--- src/rtl/gray_pkg.sv ---
// Shared types and Gray/binary helpers for the parametrised Gray counter.
// Helpers operate on a fixed-width word; callers zero-extend and truncate.
package gray_pkg;

  localparam int GRAY_MAX_WIDTH = 32;

  typedef logic [GRAY_MAX_WIDTH-1:0] gray_word_t;

  typedef enum logic {
    DIR_DOWN = 1'b0,
    DIR_UP   = 1'b1
  } dir_t;

  // Prefix XOR from the MSB down; leading zeros from extension are harmless.
  function automatic gray_word_t gray2bin(input gray_word_t g);
    gray_word_t b;
    b[GRAY_MAX_WIDTH-1] = g[GRAY_MAX_WIDTH-1];
    for (int i = GRAY_MAX_WIDTH - 2; i >= 0; i--) begin
      b[i] = b[i+1] ^ g[i];
    end
    return b;
  endfunction

  function automatic gray_word_t bin2gray(input gray_word_t b);
    return b ^ (b >> 1);
  endfunction

endpackage

--- src/rtl/gray2bin_conv.sv ---
// Combinational WIDTH-bit Gray-to-binary converter, used on the load path.
module gray2bin_conv
  import gray_pkg::*;
#(
  parameter int WIDTH = 3
) (
  input  logic [WIDTH-1:0] gray,
  output logic [WIDTH-1:0] bin
);

  assign bin = WIDTH'(gray2bin(gray_word_t'(gray)));

endmodule

--- src/rtl/gray_counter_param.sv ---
// Bidirectional WIDTH-bit Gray sequence generator with clear, load,
// wrap/saturate ends, terminal count and a registered wrap pulse.
module gray_counter_param
  import gray_pkg::*;
#(
  parameter int WIDTH = 3,
  parameter bit WRAP  = 1'b1
) (
  input  logic             clk,
  input  logic             rst_n,
  input  logic             clr_i,
  input  logic             load_i,
  input  logic [WIDTH-1:0] load_gray_i,
  input  logic             en_i,
  input  logic             up_i,
  output logic [WIDTH-1:0] gray_o,
  output logic [WIDTH-1:0] bin_o,
  output logic             tc_o,
  output logic             wrap_o
);

  localparam logic [WIDTH-1:0] MAX = '1;

  logic [WIDTH-1:0] bin_q, bin_d;
  logic [WIDTH-1:0] gray_q, gray_d;
  logic [WIDTH-1:0] load_bin;
  logic             wrap_q, wrap_d;
  dir_t             dir;

  assign dir = dir_t'(up_i);

  gray2bin_conv #(.WIDTH(WIDTH)) u_load_conv (
    .gray (load_gray_i),
    .bin  (load_bin)
  );

  always_comb begin
    // NOTE: every output gets a default first, so no path can infer a latch.
    bin_d  = bin_q;
    gray_d = gray_q;
    wrap_d = 1'b0;
    if (clr_i) begin
      bin_d  = '0;
      gray_d = '0;
    end else if (load_i) begin
      bin_d  = load_bin;
      gray_d = load_gray_i;
    end else if (en_i) begin
      unique case (dir)
        DIR_UP: begin
          if (bin_q != MAX) begin
            bin_d = bin_q + WIDTH'(1);
          end else if (WRAP) begin
            bin_d  = '0;
            wrap_d = 1'b1;
          end
        end
        DIR_DOWN: begin
          if (bin_q != '0) begin
            bin_d = bin_q - WIDTH'(1);
          end else if (WRAP) begin
            bin_d  = MAX;
            wrap_d = 1'b1;
          end
        end
        default: bin_d = bin_q;
      endcase
      gray_d = WIDTH'(bin2gray(gray_word_t'(bin_d)));
    end
  end

  // NOTE: rst_n is sampled only at the clock edge, making the reset
  // synchronous; state uses non-blocking assignments so all registers
  // update together from pre-edge values.
  always_ff @(posedge clk) begin
    if (!rst_n) begin
      bin_q  <= '0;
      gray_q <= '0;
    end else begin
      bin_q  <= bin_d;
      gray_q <= gray_d;
    end
  end

  always_ff @(posedge clk) begin
    if (!rst_n) begin
      wrap_q <= 1'b0;
    end else begin
      wrap_q <= wrap_d;
    end
  end

  assign gray_o = gray_q;
  assign bin_o  = bin_q;
  assign wrap_o = wrap_q;

  // Terminal count tracks the requested direction even while disabled.
  assign tc_o = (up_i && (bin_q == MAX)) || (!up_i && (bin_q == '0));

endmodule

--- config.mk ---
export PLATFORM = sky130hd
export DESIGN_NAME = gray_counter_param
export DESIGN_NICKNAME = d
export VERILOG_FILES = /design/src/rtl/gray_pkg.sv /design/src/rtl/gray2bin_conv.sv /design/src/rtl/gray_counter_param.sv
export SDC_FILE = /design/constraint.sdc
export NUM_CORES = 1
export LEC_CHECK = 0
export ABC_AREA = 1
export CAP_MARGIN = 5
export CORE_AREA = 10 10 47 49
export DETAILED_ROUTE_END_ITERATION = 12
export DIE_AREA = 0 0 57 59
export GPL_ROUTABILITY_DRIVEN = 0
export PLACE_DENSITY = 0.7
export SETUP_SLACK_MARGIN = 0.2
export SLEW_MARGIN = 20
export SYNTH_ARGS = -nofsm -noshare
export SYNTH_HDL_FRONTEND = slang
export SYNTH_SLANG_ARGS = --single-unit
--- constraint.sdc ---
create_clock -name clk -period 1.4 [get_ports clk]
set_input_delay 0.28 -clock clk [delete_from_list [all_inputs] [get_ports clk]]
set_output_delay 0.28 -clock clk [all_outputs]
set_load 0.02 [all_outputs]
### Word-level counts from Yosys, hierarchy flattened

Index checks and enable logic that the tools add are counted.

* register bits after elaboration: 7
* output and inout bits: 8

* $add $sub $neg: 2
* equality and inequality tests: 2
* muxes and demuxes: 13
* bitwise gates (word level): 6
* reductions and logical operators: 9

Operators by type and width (count)
* $mux W3: 9
* $pmux W3 S2: 1
* $reduce_or A4 Y1: 1
* $add A3 B1 Y3 const B: 1
* $eq A3 B3 Y1 const B: 1
* $logic_not A3 Y1: 1
* $ne A3 B3 Y1 const B: 1
* $not A1 Y1: 3
* $reduce_bool A3 Y1: 1
* $sub A3 B1 Y3 const B: 1
* $xor A3 B2 Y3: 1
* $logic_and A1 B1 Y1: 2
* $mux W1: 2
* $pmux W1 S2: 1
* $reduce_bool A2 Y1: 1
* $reduce_or A2 Y1: 1
* $xor A1 B1 Y1: 2
* $logic_not A1 Y1: 1
* $logic_or A1 B1 Y1: 1

### Longest topological paths before layout

* depth after elaboration: 9
* depth in mapped cells: 10

### Cells and area by module

From an unflattened synthesis, not the netlist that was laid out.

* cells, all modules: 84
* area, all modules: 558.0 µm²

Modules (own cells, without submodules)
* gray_counter_param: times used 1, cells an instance 72, area each 506.7 µm², seq. area each 140.1 µm²
* gray2bin_conv: times used 1, cells an instance 12, area each 51.3 µm², seq. area each 0.0 µm²

### Least setup slack after synthesis

No wires, ideal clock.

* path kind: register -> register
* from: register bin_q[0], in the netlist bin_o[0]
* to: register gray_q[1], in the netlist gray_o[1]
* setup time: 0.113 ns
* arrival: 1.330 ns
* setup slack: -0.043 ns
* cell stages (with the launch flop): 10
* clock period less this slack: 1.443 ns
* path through: dfxtp_1 > inv_1 > ha_1 > inv_1 > o21ai_2 > nand2_4 > inv_1 > nand2_1 > nand3b_1 > nand2_1

* cells in the longest elaborated chain, start to end: 9
* elaborated cells on any way between the ends: 13
* classes of those cells: 2 x add/sub; 1 x eq/ne; 8 x mux; 1 x bitwise; 1 x reduce/logical

RTL lines
* start: declaration: line gray_counter_param.sv:24 `logic [WIDTH-1:0] bin_q, bin_d;`
* start signal: assignment: line gray_counter_param.sv:80 `bin_q <= bin_d;`
* $sub A3 B1 Y3 (tied with other cells): line gray_counter_param.sv:60 `bin_d = bin_q - WIDTH'(1);`
* $mux W3 (on tied branches): line gray_counter_param.sv:59, gray_counter_param.sv:51
* $pmux W3 S2 (*): line gray_counter_param.sv:49 `unique case (dir)`
* $mux W3 (*): line gray_counter_param.sv:48 `end else if (en_i) begin`
* $mux W3 (*): line gray_counter_param.sv:45 `end else if (load_i) begin`
* $mux W3 (*): line gray_counter_param.sv:42 `if (clr_i) begin`
* $xor A3 B2 Y3 (*): line gray_pkg.sv:25 `return b ^ (b >> 1);`
* $mux W3 (*): line gray_counter_param.sv:48
* $mux W3 (*): line gray_counter_param.sv:45
* end signal: assignment: line gray_counter_param.sv:81 `gray_q <= gray_d;`
* end: declaration: line gray_counter_param.sv:25 `logic [WIDTH-1:0] gray_q, gray_d;`

Mark *: on every way between the ends. The rest lies on a longest branch, timed or not. The select of a mux whose other input is x is not followed.
A chain may end at the register's enable or synchronous reset.

### Final worst setup path

* from: register bin_q[1], in the netlist bin_o[1]
* to: output port tc_o

* cells in the longest elaborated chain, start to end: 3
* elaborated cells on any way between the ends: 5
* classes of those cells: 1 x eq/ne; 4 x reduce/logical

RTL lines
* $eq A3 B3 Y1 / $logic_not A3 Y1 (equally long branches): line gray_counter_param.sv:98 `assign tc_o = (up_i && (bin_q == MAX)) || (!up_i && (bin_q == '0));`
* $logic_and A1 B1 Y1: line gray_counter_param.sv:98
* $logic_or A1 B1 Y1 (*): line gray_counter_param.sv:98
* end: declaration: line gray_counter_param.sv:18 `output logic tc_o,`

Mark *: on every way between the ends. The rest lies on a longest branch, timed or not.

==> impl_summary.txt <==
----------------------------------------------------
[Yosys]
  Area fraction of the dominant cell type after synthesis ... around a quarter
  Number of storage elements in the synthesis netlist ... 6
  Cell area after technology mapping ... 480.5 um^2
  Top post-synthesis cells by area ... dfxtp_1, nand2_1, ha_1, nor2_1, inv_1
  Count of yosys warnings during synthesis ... 0
  Number of different library cells in the post-synthesis netlist ... 21
  Mean post-synth cell area ... 6.582 um^2
  Post-Synthesis Net Count ... 86
  Proportion of synthesized chip area in sequential cells ... between 20% and 30%
  Number of cells produced by synthesis ... 73
  Cell taking the most area after synthesis ... dfxtp_1

[Placed design]
  Total instance count after detailed placement ... 118
  Setup WS pre-CTS ... -433.4 ps
  HPWL after detailed placement ... 1110 um
  Number of I/O port buffers ... 16

[STA]
  Worst path setup slack after routing ... -32.67 ps
  Final clock period utilization by the worst path ... 102.3%
  Fin. max-slew vios ... 0
  Min Tclk post-route ... 1433 ps
  Highest Clock Rate ... approximately 0.7 GHz
  Finish-stage setup viols ... 2
  Final-report hold violation count ... 0
  Relative slew slack ... 85.40%
  Setup repair after global routing missed its margin ... yes
  Worst clock skew ... 0.2557 ps
  Worst-Margin Slew ... between 200 and 250 ps
  Aggregate negative setup slack ... -37.03 ps

[Outcome]
  Status ... complete, but fails checks
  Violations in the final reports ... negative setup slack

[Floorplanning]
  Width of the die ... approximately 57 um
  Ports placed on the boundary ... 17
  Core area ... 1401 um^2
  Row cnt ... 14
  Die area ... 3363 um^2
  Die boundary height ... 59 um
  Starting density of the core ... 34.29%

[CTS]
  Sinks on Clock Net ... 6
  CTS tree ... built
  Number of buffers created by CTS ... 3
  Cts-stage hold buffer count ... 0
  CTS H-tree depth ... 1
  Clk buf depth ... 2
  Clock edge transition at the registers on the reported setup and hold paths ... 50 ps
  Library cell used as clock root buffer ... clkbuf_4
  Clk Latency, worst-skew pair ... 250 ps

[Critical path]
  Type of origin of the critical path ... flip-flop
  Critical path, cell by cell ... ha_4 > ha_4 > nand2_4 > nand2_2 > buf_6
  Slowest cell on crit path ... dfxtp_4
  Kind of end point of the critical path ... primary output
  CP max stage delay ... 360 ps
  Critical setup path kind ... flip-flop to primary output
  Critical path required time ... 1120 ps
  Arrival time at the worst endpoint ... roughly 1200 ps
  Dominant cell type by count on the critical path ... ha_4
  Maximum fanout count along the critical path ... 3

[Detailed routing]
  Average wire per cell in the routed design ... 11.94 um
  Uppermost layer routed ... met4
  1st-iter DRT viols ... 9
  Vias ... 585
  Drt total wl ... 1504 um
  Routed length on met3 ... 142 um
  Routed via count divided by cell count ... between 4 and 5
  Routed Antenna Nets ... 0
  Pre-antenna DRT Iters ... 4
  Routed length on met2 ... 776 um
  Post-detailed-route DRC marker count ... 0
  Met1 wire length ... just under 600 um

[GRT]
  Maximum number of pins on one net before global-route repair ... 6
  Global-route wire length before repair ... 2283 um
  Number of global-route vias before repair ... 537
  GRT Total Usage ... 8.315%
  Remaining global-route overflow ... 0
  Antenna violations before repair ... 0

[Layout]
  Antenna diodes ... 0
  Ratio of cells with drive above 1 in the final layout ... 54.55%
  Number of nets in the layout ... between 100 and 150
  Area growth syn-to-layout ... 98.96%
  Final core utilization ... 68.21%
  Filler-free cell count of the finished design ... 126

[Power and ir drop]
  P per Cell Area ... around 650 nW/um^2
  LEAKAGE ... 0.4453 nW
  Maximum VDD drop ... 533.9 uV

[Worst hold path]
  Kind of path behind the tightest hold check ... flip-flop to flip-flop

[Run]
  Max-capacitance violation count ... 0

----------------------------------------------------
what timing repair did:
action | in CTS | in global routing
buffers inserted | 1 | 3
gates cloned | 0 | 0
gates resized for setup | 35 | 14
setup endpoints to repair | 13 | 9
pin swaps | 5 | 6
routing by layer:
| metal | track usage (%) | up-vias |
|---|---|---|
| met3 | 5.794 | 2 |
| li1 | - | 303 |
| met5 | 0 | - |
| met2 | 14.57 | 13 |
| met4 | 1.007 | 0 |
| met1 | 8.124 | 267 |
report_power, final:
group	total, mW	internal [mW]	switching [mW]
combinational	0.253	0.127	0.126
sequential	0.186	0.177	0.00930
clock	0.178	0.108	0.0692
flip-flops by register name, summed over array words and instances, names as in the netlist:
signal,cells
bin_o,3
gray_o,2
wrap_o,1
cell usage after synthesis (all sizes together):
cell type   n
a21oi       2
buf         1
inv        11
or2         1
o21ai       4
dfxtp       6
nand3       4
a22oi       2
o22ai       1
o21bai      1
nand3b      1
nand2      22
xor2        1
nor2       12
ha          4
cell families (layout without fill, tap and decap cells):
kind of cell	after synthesis	count (layout)	synth area share (%)
AOI/OAI and AO/OA	10	10	13.80
and+or+nand+nor	40	40	38.80
buffers and inverters	12	49	10.16
xor gates and xnor gates	1	1	1.823
adders and majority gates	4	4	10.42
DFF	6	6	25.00
path summary, 6_finish.rpt:
check             startpoint        end  slack (ps)  cells after the start
setup / recovery    bin_o[1]       tc_o         -30                      5
hold / removal     gray_o[0]  gray_o[0]         610                      4
setup reg to reg    bin_o[1]  gray_o[1]           0                      9
hold reg to reg    gray_o[0]  gray_o[0]         610                      4
layout make-up:
class	count	area, um^2
fillers	119	445.4
multi-input cells	55	429.2
repair buffers	34	302.8
flip-flops and latches	6	131.4
inverters	11	46.29
clock buffers	4	26.28
well taps	16	20.02
worst max-delay path, delay by kind of cell (launching register included):
family	cells	cell delay [ps]
and+or+nand+nor	2	110
buffers and inverters	1	120
adders and majority gates	2	320
DFF	1	360
cell usage in the layout (no fill, tap or decap):
| cell | netlist | final |
|---|---|---|
| buf_4 | 1 | 14 |
| nand2_1 | 20 | 12 |
| nand2_2 | 1 | 7 |
| nor2_1 | 10 | 7 |
| clkdlybuf4s50_1 | 0 | 7 |
| buf_6 | 0 | 6 |
| inv_2 | 2 | 5 |
| nor2_2 | 2 | 5 |
| inv_1 | 9 | 4 |
| ha_4 | 0 | 4 |
| dlygate4sd2_1 | 0 | 4 |
| nand3_2 | 2 | 3 |
| nand2_4 | 1 | 3 |
| dfxtp_4 | 0 | 3 |
| clkbuf_4 | 0 | 3 |
| dfxtp_1 | 6 | 3 |
| inv_4 | 0 | 2 |
| a22oi_1 | 2 | 2 |
| o21ai_1 | 3 | 2 |
| a21oi_1 | 2 | 2 |
| clkdlybuf4s15_1 | 0 | 2 |
| o21bai_4 | 0 | 1 |
| o22ai_2 | 0 | 1 |
| o21ai_4 | 0 | 1 |
| xor2_1 | 1 | 1 |
| o21ai_2 | 1 | 1 |
| nand3b_1 | 1 | 1 |
| or2_0 | 1 | 1 |
| nand3_1 | 2 | 1 |
| clkbuf_1 | 0 | 1 |
| buf_2 | 0 | 1 |
per-stage QoR:
step | total power, mW | hold slack, ps | area, um^2
floorplan | 0.3060 | 457.5 | 539.3
finish | 0.6168 | 614.5 | 955.9
detailed placement | 0.4049 | 610.8 | 817.0
global route | 0.6553 | 636.5 | 955.9
global placement | 0.4013 | 600.5 | 817.0
CTS | 0.5923 | 618.8 | 884.6
Note: power is estimated with default switching activity, not from simulation.
